## src/rtl/imem_loader_pkg.sv

```systemverilog
// rtl/imem_loader_pkg.sv - shared state encodings and defaults for the UART imem loader
//
// Purpose: loader FSM and receiver FSM encodings, default UART bit period.
// Ports: none (package).

package imem_loader_pkg;

    // 50 MHz / 115200 baud
    localparam int CLKS_PER_BIT_DEF = 434;

    typedef enum logic [2:0] {
        S_HDR  = 3'd0,
        S_DATA = 3'd1,
        S_WR   = 3'd2,
        S_DONE = 3'd3,
        S_ERR  = 3'd4
    } state_e;

    typedef enum logic [1:0] {
        RX_IDLE  = 2'd0,
        RX_START = 2'd1,
        RX_DATA  = 2'd2,
        RX_STOP  = 2'd3
    } rx_state_e;

endpackage

```

## src/rtl/imem_uart_loader_uart_rx.sv

```systemverilog
// rtl/imem_uart_loader_uart_rx.sv - UART 8N1 byte receiver with start-bit glitch rejection
//
// Purpose: synchronise rx, time bits, deliver one byte per frame.
// Ports:
//   clk, rst (sync, active-low), rx (async serial input, idle high)
//   byte_valid - 1-cycle pulse, byte_data holds the received byte
//   byte_data  - last received byte, LSB received first
//   ferr       - 1-cycle pulse when the stop bit reads low

import imem_loader_pkg::*;

module uart_rx #(
    parameter int CLKS_PER_BIT = CLKS_PER_BIT_DEF
) (
    input  logic       clk,
    input  logic       rst,
    input  logic       rx,
    output logic       byte_valid,
    output logic [7:0] byte_data,
    output logic       ferr
);

    localparam int CNT_W = $clog2(CLKS_PER_BIT);
    localparam logic [CNT_W-1:0] HALF_M1 = CNT_W'(CLKS_PER_BIT / 2 - 1);
    localparam logic [CNT_W-1:0] FULL_M1 = CNT_W'(CLKS_PER_BIT - 1);

    rx_state_e        st_q;
    logic             rx_meta_q;
    logic             rx_sync_q;
    logic             rx_prev_q;
    logic [CNT_W-1:0] cnt_q;
    logic [2:0]       bit_q;
    logic [7:0]       shift_q;
    logic             valid_q;
    logic             ferr_q;

    always_ff @(posedge clk) begin
        if (!rst) begin
            st_q      <= RX_IDLE;
            rx_meta_q <= 1'b1;
            rx_sync_q <= 1'b1;
            rx_prev_q <= 1'b1;
            cnt_q     <= '0;
            bit_q     <= '0;
            shift_q   <= '0;
            valid_q   <= 1'b0;
            ferr_q    <= 1'b0;
        end else begin
            rx_meta_q <= rx;
            rx_sync_q <= rx_meta_q;
            rx_prev_q <= rx_sync_q;
            valid_q   <= 1'b0;
            ferr_q    <= 1'b0;
            case (st_q)
                RX_IDLE: begin
                    if (rx_prev_q && !rx_sync_q) begin
                        st_q  <= RX_START;
                        cnt_q <= '0;
                    end
                end
                RX_START: begin
                    // Mid-bit re-check: a low pulse shorter than half a bit is ignored.
                    if (cnt_q == HALF_M1) begin
                        cnt_q <= '0;
                        bit_q <= '0;
                        st_q  <= rx_sync_q ? RX_IDLE : RX_DATA;
                    end else begin
                        cnt_q <= cnt_q + CNT_W'(1);
                    end
                end
                RX_DATA: begin
                    if (cnt_q == FULL_M1) begin
                        cnt_q   <= '0;
                        shift_q <= {rx_sync_q, shift_q[7:1]};
                        bit_q   <= bit_q + 3'd1;
                        if (bit_q == 3'd7) begin
                            st_q <= RX_STOP;
                        end
                    end else begin
                        cnt_q <= cnt_q + CNT_W'(1);
                    end
                end
                RX_STOP: begin
                    if (cnt_q == FULL_M1) begin
                        cnt_q <= '0;
                        st_q  <= RX_IDLE;
                        if (rx_sync_q) begin
                            valid_q <= 1'b1;
                        end else begin
                            ferr_q <= 1'b1;
                        end
                    end else begin
                        cnt_q <= cnt_q + CNT_W'(1);
                    end
                end
                default: st_q <= RX_IDLE;
            endcase
        end
    end

    assign byte_valid = valid_q;
    assign byte_data  = shift_q;
    assign ferr       = ferr_q;

endmodule

```

## src/rtl/imem_uart_loader.sv

```systemverilog
// rtl/imem_uart_loader.sv - boot loader writing a UART-delivered image into imem
//
// Purpose: receive word count N then N little-endian words, write them to imem
// from address 0, hold the core in reset until the image is complete.
// Ports:
//   clk, rst (sync, active-low), rx (UART in), reload (restart from DONE/ERR)
//   imem_wr_en / imem_addr / imem_data_in - imem write port
//   core_rst_n   - core reset, released only in DONE
//   load_done, load_err - status flags
//   words_loaded - words written so far

import imem_loader_pkg::*;

module imem_uart_loader #(
    parameter int CLKS_PER_BIT = CLKS_PER_BIT_DEF,
    parameter int ADDR_W       = 10,
    parameter int MAX_WORDS    = 1024
) (
    input  logic              clk,
    input  logic              rst,
    input  logic              rx,
    input  logic              reload,
    output logic              imem_wr_en,
    output logic [ADDR_W-1:0] imem_addr,
    output logic [31:0]       imem_data_in,
    output logic              core_rst_n,
    output logic              load_done,
    output logic              load_err,
    output logic [ADDR_W:0]   words_loaded
);

    localparam logic [31:0] MAX_W32 = 32'(MAX_WORDS);

    logic        byte_valid;
    logic [7:0]  byte_data;
    logic        ferr;

    uart_rx #(
        .CLKS_PER_BIT (CLKS_PER_BIT)
    ) u_rx (
        .clk        (clk),
        .rst        (rst),
        .rx         (rx),
        .byte_valid (byte_valid),
        .byte_data  (byte_data),
        .ferr       (ferr)
    );

    state_e            state_q;
    logic [1:0]        idx_q;
    logic [31:0]       asm_q;
    logic [ADDR_W:0]   n_q;
    logic [ADDR_W-1:0] addr_q;
    logic [ADDR_W:0]   words_q;
    logic [31:0]       data_q;
    logic              wr_en_q;
    logic              core_rst_n_q;
    logic              done_q;
    logic              err_q;

    // Bytes shift in from the top so the first byte lands in bits 7:0.
    logic [31:0]       word_d;
    logic [ADDR_W:0]   words_inc_d;
    assign word_d      = {byte_data, asm_q[31:8]};
    assign words_inc_d = words_q + (ADDR_W+1)'(1);

    always_ff @(posedge clk) begin
        if (!rst) begin
            state_q      <= S_HDR;
            idx_q        <= '0;
            asm_q        <= '0;
            n_q          <= '0;
            addr_q       <= '0;
            words_q      <= '0;
            data_q       <= '0;
            wr_en_q      <= 1'b0;
            core_rst_n_q <= 1'b0;
            done_q       <= 1'b0;
            err_q        <= 1'b0;
        end else begin
            wr_en_q <= 1'b0;
            case (state_q)
                S_HDR: begin
                    if (ferr) begin
                        state_q <= S_ERR;
                        err_q   <= 1'b1;
                        idx_q   <= '0;
                    end else if (byte_valid) begin
                        asm_q <= word_d;
                        idx_q <= idx_q + 2'd1;
                        if (idx_q == 2'd3) begin
                            if (word_d == 32'd0) begin
                                state_q      <= S_DONE;
                                core_rst_n_q <= 1'b1;
                                done_q       <= 1'b1;
                            end else if (word_d > MAX_W32) begin
                                state_q <= S_ERR;
                                err_q   <= 1'b1;
                            end else begin
                                n_q     <= word_d[ADDR_W:0];
                                state_q <= S_DATA;
                            end
                        end
                    end
                end
                S_DATA: begin
                    if (ferr) begin
                        // Partial word is dropped; nothing reaches imem.
                        state_q <= S_ERR;
                        err_q   <= 1'b1;
                        idx_q   <= '0;
                    end else if (byte_valid) begin
                        asm_q <= word_d;
                        idx_q <= idx_q + 2'd1;
                        if (idx_q == 2'd3) begin
                            data_q  <= word_d;
                            wr_en_q <= 1'b1;
                            state_q <= S_WR;
                        end
                    end
                end
                S_WR: begin
                    addr_q  <= addr_q + ADDR_W'(1);
                    words_q <= words_inc_d;
                    if (words_inc_d == n_q) begin
                        state_q      <= S_DONE;
                        core_rst_n_q <= 1'b1;
                        done_q       <= 1'b1;
                    end else begin
                        state_q <= S_DATA;
                    end
                end
                S_DONE: begin
                    if (reload) begin
                        state_q      <= S_HDR;
                        core_rst_n_q <= 1'b0;
                        done_q       <= 1'b0;
                        idx_q        <= '0;
                        addr_q       <= '0;
                        words_q      <= '0;
                    end
                end
                S_ERR: begin
                    if (reload) begin
                        state_q <= S_HDR;
                        err_q   <= 1'b0;
                        idx_q   <= '0;
                        addr_q  <= '0;
                        words_q <= '0;
                    end
                end
                default: state_q <= S_HDR;
            endcase
        end
    end

    assign imem_wr_en   = wr_en_q;
    assign imem_addr    = addr_q;
    assign imem_data_in = data_q;
    assign core_rst_n   = core_rst_n_q;
    assign load_done    = done_q;
    assign load_err     = err_q;
    assign words_loaded = words_q;

endmodule

```

## config.mk

```make
export PLATFORM = sky130hd
export DESIGN_NAME = imem_uart_loader
export DESIGN_NICKNAME = d
export VERILOG_FILES = /design/src/rtl/imem_loader_pkg.sv /design/src/rtl/imem_uart_loader_uart_rx.sv /design/src/rtl/imem_uart_loader.sv
export SDC_FILE = /design/constraint.sdc
export NUM_CORES = 1
export LEC_CHECK = 0
export CAP_MARGIN = 20
export CORE_ASPECT_RATIO = 1.1
export CORE_UTILIZATION = 46
export CTS_CLUSTER_DIAMETER = 50
export CTS_CLUSTER_SIZE = 14
export DETAILED_ROUTE_END_ITERATION = 12
export PLACE_DENSITY = 0.67
export SLEW_MARGIN = 25
export SYNTH_ARGS = -nofsm -noshare
export SYNTH_HDL_FRONTEND = slang
export SYNTH_SLANG_ARGS = --single-unit
```

## constraint.sdc

```tcl
create_clock -name clk -period 3.4 [get_ports clk]
set_input_delay 0.34 -clock clk [delete_from_list [all_inputs] [get_ports clk]]
set_output_delay 0.34 -clock clk [all_outputs]
set_load 0.02 [all_outputs]
```

==> flow_summary_export.csv, run 1 <==
group,metric,value,unit
drt,drt_iter0_drc,295,
synth,synthMuxAreaShare,1.97,%
drt,dr.pass1.iters,5,
synth,synth_top_family_by_area,"simple AND/OR/NAND/NOR gates",
grt,gr-total-overflow,0,
place,placed_area,6230,um^2
worst_setup_path,cp_max_fo,7,
sta,finalCriticalPeriod,2.65,ns
sta,finalClockSkew,0.0134,ns
outcome,outcome,"finished, final reports clean",
synth,synth_ff_type,"dfxtp_1",
synth,syn_inst,668,
synth,yosys.area.top_type_share,44.0,%
synth,synth_top_cells_by_count,"nand2_1 (167), dfxtp_1 (123), a21boi_0 (68)",
min_path,hold_start,"rst",
synth,synthArstFlopShare,0,%
final_layout,antenna_cells,0,
synth,synth-seq-area-share,44.0,%
drt,wl_per_cell,13.6,um
synth,synth_largest_area_cell,"dfxtp_1",
synth,synth_xor_area_share,4.38,%
synth,synth_nets,680,
drt,via_per_inst,5.22,
synth,synth_warnings,0,
drt,routed_wl,11900,um
floorplanning,fp.dieH,118,um
clock_tree,postCtsSetupBuffers,0,
grt,antenna_found_initial,0,
floorplanning,core-area,11600,um^2
pwr,p_leak,0.00238,uW
place,placement.io_buffers,60,
worst_setup_path,criticalPathCategory,"reg -> reg",
drt,drc,0,
pwr,cellPowerDensity,519,nW/um^2
final_layout,syn_to_final_growth,21.9,%
clock_tree,cts.clk_slew.worst_paths,0.05,ns
clock_tree,cts-resized-gates,0,
sta,rsz0062_at_grt,"false",
final_layout,drive_gt1_share,6.09,%
clock_tree,htreeDepth,4,
sta,setup_tns,0,ns
synth,synth-compound-area-share,16.6,%
worst_setup_path,cp-end-kind,"flop",
grt,grt_max_degree,53,
clock_tree,cts_made_buffers,17,
clock_tree,clock_latency,0.41,ns
synth,synthSimpleGateAreaFrac,27.5,%
grt,grt_pass1_vias,4186,
clock_tree,cts_tree,"built",
floorplanning,row_count,41,
sta,final_max_slew_viol_count,0,
place,dpl.hpwl,8050,um
clock_tree,cts_sinks,123,
clock_tree,cts_root_buffer,"clkbuf_16",
synth,ys_seq_elements,123,
pwr,ir_drop,0.000338,V
worst_setup_path,cp.required,3.75,ns
synth,synthAdderAreaFrac,1.79,%
sta,fin_crit_sh,77.9,%
synth,synthTopCellsByArea,"dfxtp_1 (44%), nand2_1 (11%), a21boi_0 (9.1%)",
sta,maxSlewHeadroom,43.3,%
synth,synth.avg_cell_area,8.38,um^2
worst_setup_path,start_kind,"flop",
synth,ys_types,61,
synth,synth_area,5600,um^2
drt,ant_nets,0,
final_layout,stdcell_area,6820,um^2
synth,synth-edff-count,0,
worst_setup_path,cp-startpoint,"words_loaded[0]",
grt,grt_first_pass_wirelength,20000,um
sta,max_freq,377,MHz
floorplanning,io_pins,61,
sta,worst_slew_pin_slew,0.848,ns
place,place_congestion,0.825,
synth,yosysMostFrequentCell,"nand2_1",
run,max_cap_violations,0,
floorplanning,dieArea,12600,um^2
clock_tree,ctsHoldBuffers,0,
drt,vias,4555,
worst_setup_path,reg2reg_from,"words_loaded[0]",
floorplanning,die_x,107,um
final_layout,fin_nets,723,
min_path,hp-class,"in -> reg",
final_layout,fin_util,58.6,%
worst_setup_path,arrival,3.00,ns
sta,setup_viol,0,
clock_tree,cts_buffer_depth,2,
grt,grt.total_usage,19.9,%
sta,hold_viol_final,0,
floorplanning,initial_core_util,48.1,%
metrics by stage:
stage | total power [uW] | worst slack, ns | instances | hold WS (ns)
finish | 3540 | 0.751 | 872 | 0.372
global route | 3690 | 0.653 | 872 | 0.383
CTS | 3580 | 0.772 | 872 | 0.362
detailed placement | 1780 | 0.796 | 842 | 0.397
global placement | 1770 | 0.972 | 842 | 0.392
floorplan | 1720 | 0.965 | 668 | 0.386
layout make-up:
class                           count  area [um^2]
Inverter                            8         30.0
Timing Repair Buffer               64          626
Clock buffer                       22          474
Tap cell                          150          188
Fill cell                        1079         4820
Clock inverter                      8          118
Sequential cell                   123         2460
Multi-Input combinational cell    497         2930
worst max-delay path, cell delays in order (launching register included):
cell and delay [ns]:
dfxtp_1 0.47, ha_1 0.31, nand3_1 0.15, or3_1 0.44, xnor2_1 0.15, or4_1 0.52
o31ai_1 0.32, and4_1 0.24
state kept, by name, indices dropped and copies added (netlist names), named ones only:
register	cells
imem_data_in	32
asm_q	24
n_q	11
words_loaded	11
imem_addr	10
u_rx.cnt_q	9
u_rx.byte_data	8
state_q	3
u_rx.bit_q	3
idx_q	2
imem_wr_en	1
load_done	1
load_err	1
u_rx.byte_valid	1
u_rx.ferr	1
u_rx.rx_meta_q	1
u_rx.rx_prev_q	1
u_rx.rx_sync_q	1
u_rx.st_q	1
layout by cell type (no fill, tap or decap), types with 9 or more instances in the layout:
master           count
nand4_1              9
xor2_1              16
nor3_1              13
mux2i_1             11
xnor2_1             12
nand2_1            166
a21oi_1             15
clkdlybuf4s50_1     59
nor4_1              10
nand3_1             12
nor2_1              40
a21boi_0            68
nor2b_1             32
clkbuf_16           17
dfxtp_1            123
worst paths after layout:
path                          to  slack (ns)  depth (start not counted)
setup / recovery       load_done        0.75                          7
hold / removal    u_rx.rx_prev_q        0.37                          2
setup reg to reg       load_done        0.75                          7
hold reg to reg   u_rx.rx_sync_q        0.41                          1
routing by layer:
metal  share of wire, %  vias to the layer above  track usage (%)
met2                 48                       78             32.0
met4                1.1                        0             7.11
met1                 48                     2124             25.6
met3                2.9                        9             5.15
li1                   -                     2344                -
met5                  0                        -                0
report_power, final:
group	internal, uW	leakage [uW]	switching, uW
sequential	1460	0.000991	38.5
combinational	105	0.00110	143
clock	1200	0.000292	600
kinds of logic after synthesis:
kind of cell / count (synthesis)
adders and majority gates: 8
xor gates and xnor gates: 28
muxes: 11
buffers and inverters: 48
DFF: 123
and+or+nand+nor: 324
AOI/OAI and AO/OA: 126
No activity file was read; power rests on OpenSTA's default activity.
==> run 2, diff against run 1 <==
==> constraint.sdc (replaced) <==
create_clock -name clk -period 2.5 [get_ports clk]
set_input_delay 0.25 -clock clk [delete_from_list [all_inputs] [get_ports clk]]
set_output_delay 0.25 -clock clk [all_outputs]
set_load 0.02 [all_outputs]
==> flow_summary_export.csv, run 2 (synthesis results as in run 1) <==
group,metric,value,unit
sta,max_freq,431,MHz
worst_setup_path,cp_max_fo,7,
pwr,cellPowerDensity,668,nW/um^2
worst_setup_path,reg2reg_from,"words_loaded[1]",
final_layout,stdcell_area,6830,um^2
drt,drt_iter0_drc,230,
clock_tree,cts_root_buffer,"clkbuf_16",
drt,via_per_inst,5.24,
final_layout,fin_nets,730,
floorplanning,core-area,11600,um^2
place,placement.io_buffers,60,
sta,worst_slew_pin_slew,0.806,ns
clock_tree,ctsHoldBuffers,0,
sta,setup_viol,0,
clock_tree,cts_buffer_depth,2,
pwr,p_sw_share,23.6,%
grt,grt_pass1_vias,4466,
clock_tree,cts_tree,"built",
worst_setup_path,cp-end-kind,"flop",
drt,ant_nets,0,
outcome,outcome,"finished, final reports clean",
clock_tree,htreeDepth,4,
final_layout,multi_input_area,2930,um^2
place,placed_area,6290,um^2
pwr,ir_drop,0.000313,V
final_layout,drive_gt1_share,7.13,%
grt,gr-total-overflow,0,
clock_tree,clock_latency,0.41,ns
grt,grt.total_usage,20.7,%
pwr,p_switching,1080,uW
sta,holdWs,0.320,ns
floorplanning,fp.dieH,118,um
sta,finalClockSkew,0.00931,ns
pwr,combPwrFrac,7.5,%
worst_setup_path,criticalPathCategory,"reg -> reg",
worst_setup_path,start_kind,"flop",
sta,finalCriticalPeriod,2.32,ns
run,max_cap_violations,0,
place,dpl.hpwl,8350,um
floorplanning,die_x,107,um
final_layout,mostFrequentLayoutCells,"nand2_1 (167), dfxtp_1 (123), a21boi_0 (68), clkdlybuf4s50_1 (59), nor2_1 (40)",
final_layout,n_fill_cell,1080,
worst_setup_path,arrival,2.67,ns
worst_setup_path,cp.required,2.85,ns
worst_setup_path,cp-startpoint,"words_loaded[1]",
floorplanning,dieArea,12600,um^2
clock_tree,cts_sinks,123,
clock_tree,cts-resized-gates,0,
min_path,hp-class,"in -> reg",
final_layout,antenna_cells,0,
clock_tree,cts.clk_slew.worst_paths,0.05,ns
grt,antenna_found_initial,0,
min_path,hold_start,"rst",
drt,routed_wl,12100,um
drt,vias,4602,
final_layout,layout_commonest_cell,"nand2_1",
final_layout,largest_reg_flops,32,
sta,maxSlewHeadroom,46.2,%
floorplanning,initial_core_util,48.1,%
pwr,power_frac_seq,44.7,%
sta,rsz0062_at_grt,"false",
clock_tree,cts_made_buffers,17,
pwr,intPower,3490,uW
final_layout,fin_util,58.7,%
drt,dr.pass1.iters,4,
sta,final_max_slew_viol_count,0,
pwr,p_leak,0.00238,uW
floorplanning,io_pins,61,
floorplanning,row_count,41,
grt,grt_first_pass_wirelength,21100,um
sta,setup_tns,0,ns
place,place_congestion,0.860,
final_layout,syn_to_final_growth,22.1,%
final_layout,seq_area,2460,um^2
drt,wl_per_cell,13.8,um
pwr,clkPwrFrac,47.8,%
clock_tree,postCtsSetupBuffers,0,
sta,hold_viol_final,0,
sta,fin_crit_sh,92.7,%
drt,drc,0,
grt,grt_max_degree,55,
-- run 2: power groups by stage --
| stage | sequential, uW | combinational (uW) | clock, uW |
|---|---|---|---|
| 6_report | 2040 | 343 | 2180 |
| 5_1_grt | 2050 | 380 | 2320 |
| 2_1_floorplan | 2050 | 291 | 0 |
| 4_1_cts | 2040 | 347 | 2210 |
| 3_5_place_dp | 2080 | 344 | 0 |
| 3_3_place_gp | 2080 | 338 | 0 |
-- run 2: path summary, 6_finish.rpt --
kind                     to  slack (ns)  depth (start not counted)
min              state_q[0]        0.32                          2
max reg2reg      state_q[1]        0.18                          7
min reg2reg  u_rx.rx_sync_q        0.40                          1
max              state_q[1]        0.18                          7
-- run 2: layer usage --
layer,vias to the layer above,share of wire (%),global-route usage (%)
li1,2371,-,-
met1,2141,47,26.5
met2,72,49,33.6
met3,18,2.4,4.82
met4,0,1.7,7.36
met5,-,0,0
-- run 2: area by class of cell --
class | instances | share of cell area, %
well taps | 150 | 2.75
flip-flops and latches | 123 | 36.0
inverters | 8 | 0.440
repair buffers | 71 | 10.1
clock inverters | 7 | 0.623
multi-input cells | 497 | 42.9
clock buffers | 23 | 7.14
-- run 2: per-stage QoR --
step	instances	setup WS [ns]	total power, uW
5_1_grt	879	0.0464	4740
3_3_place_gp	849	0.247	2420
2_1_floorplan	668	0.0654	2340
3_5_place_dp	849	0.194	2420
6_report	879	0.182	4560
4_1_cts	879	0.161	4600
-- run 2: critical path, cell delays in order (launching register included) --
cell and delay, ns:
dfxtp_1 0.33, ha_2 0.24, nand3_1 0.14, or3_1 0.44
xnor2_1 0.15, or4_1 0.51, nor4_1 0.31, o21a_1 0.15
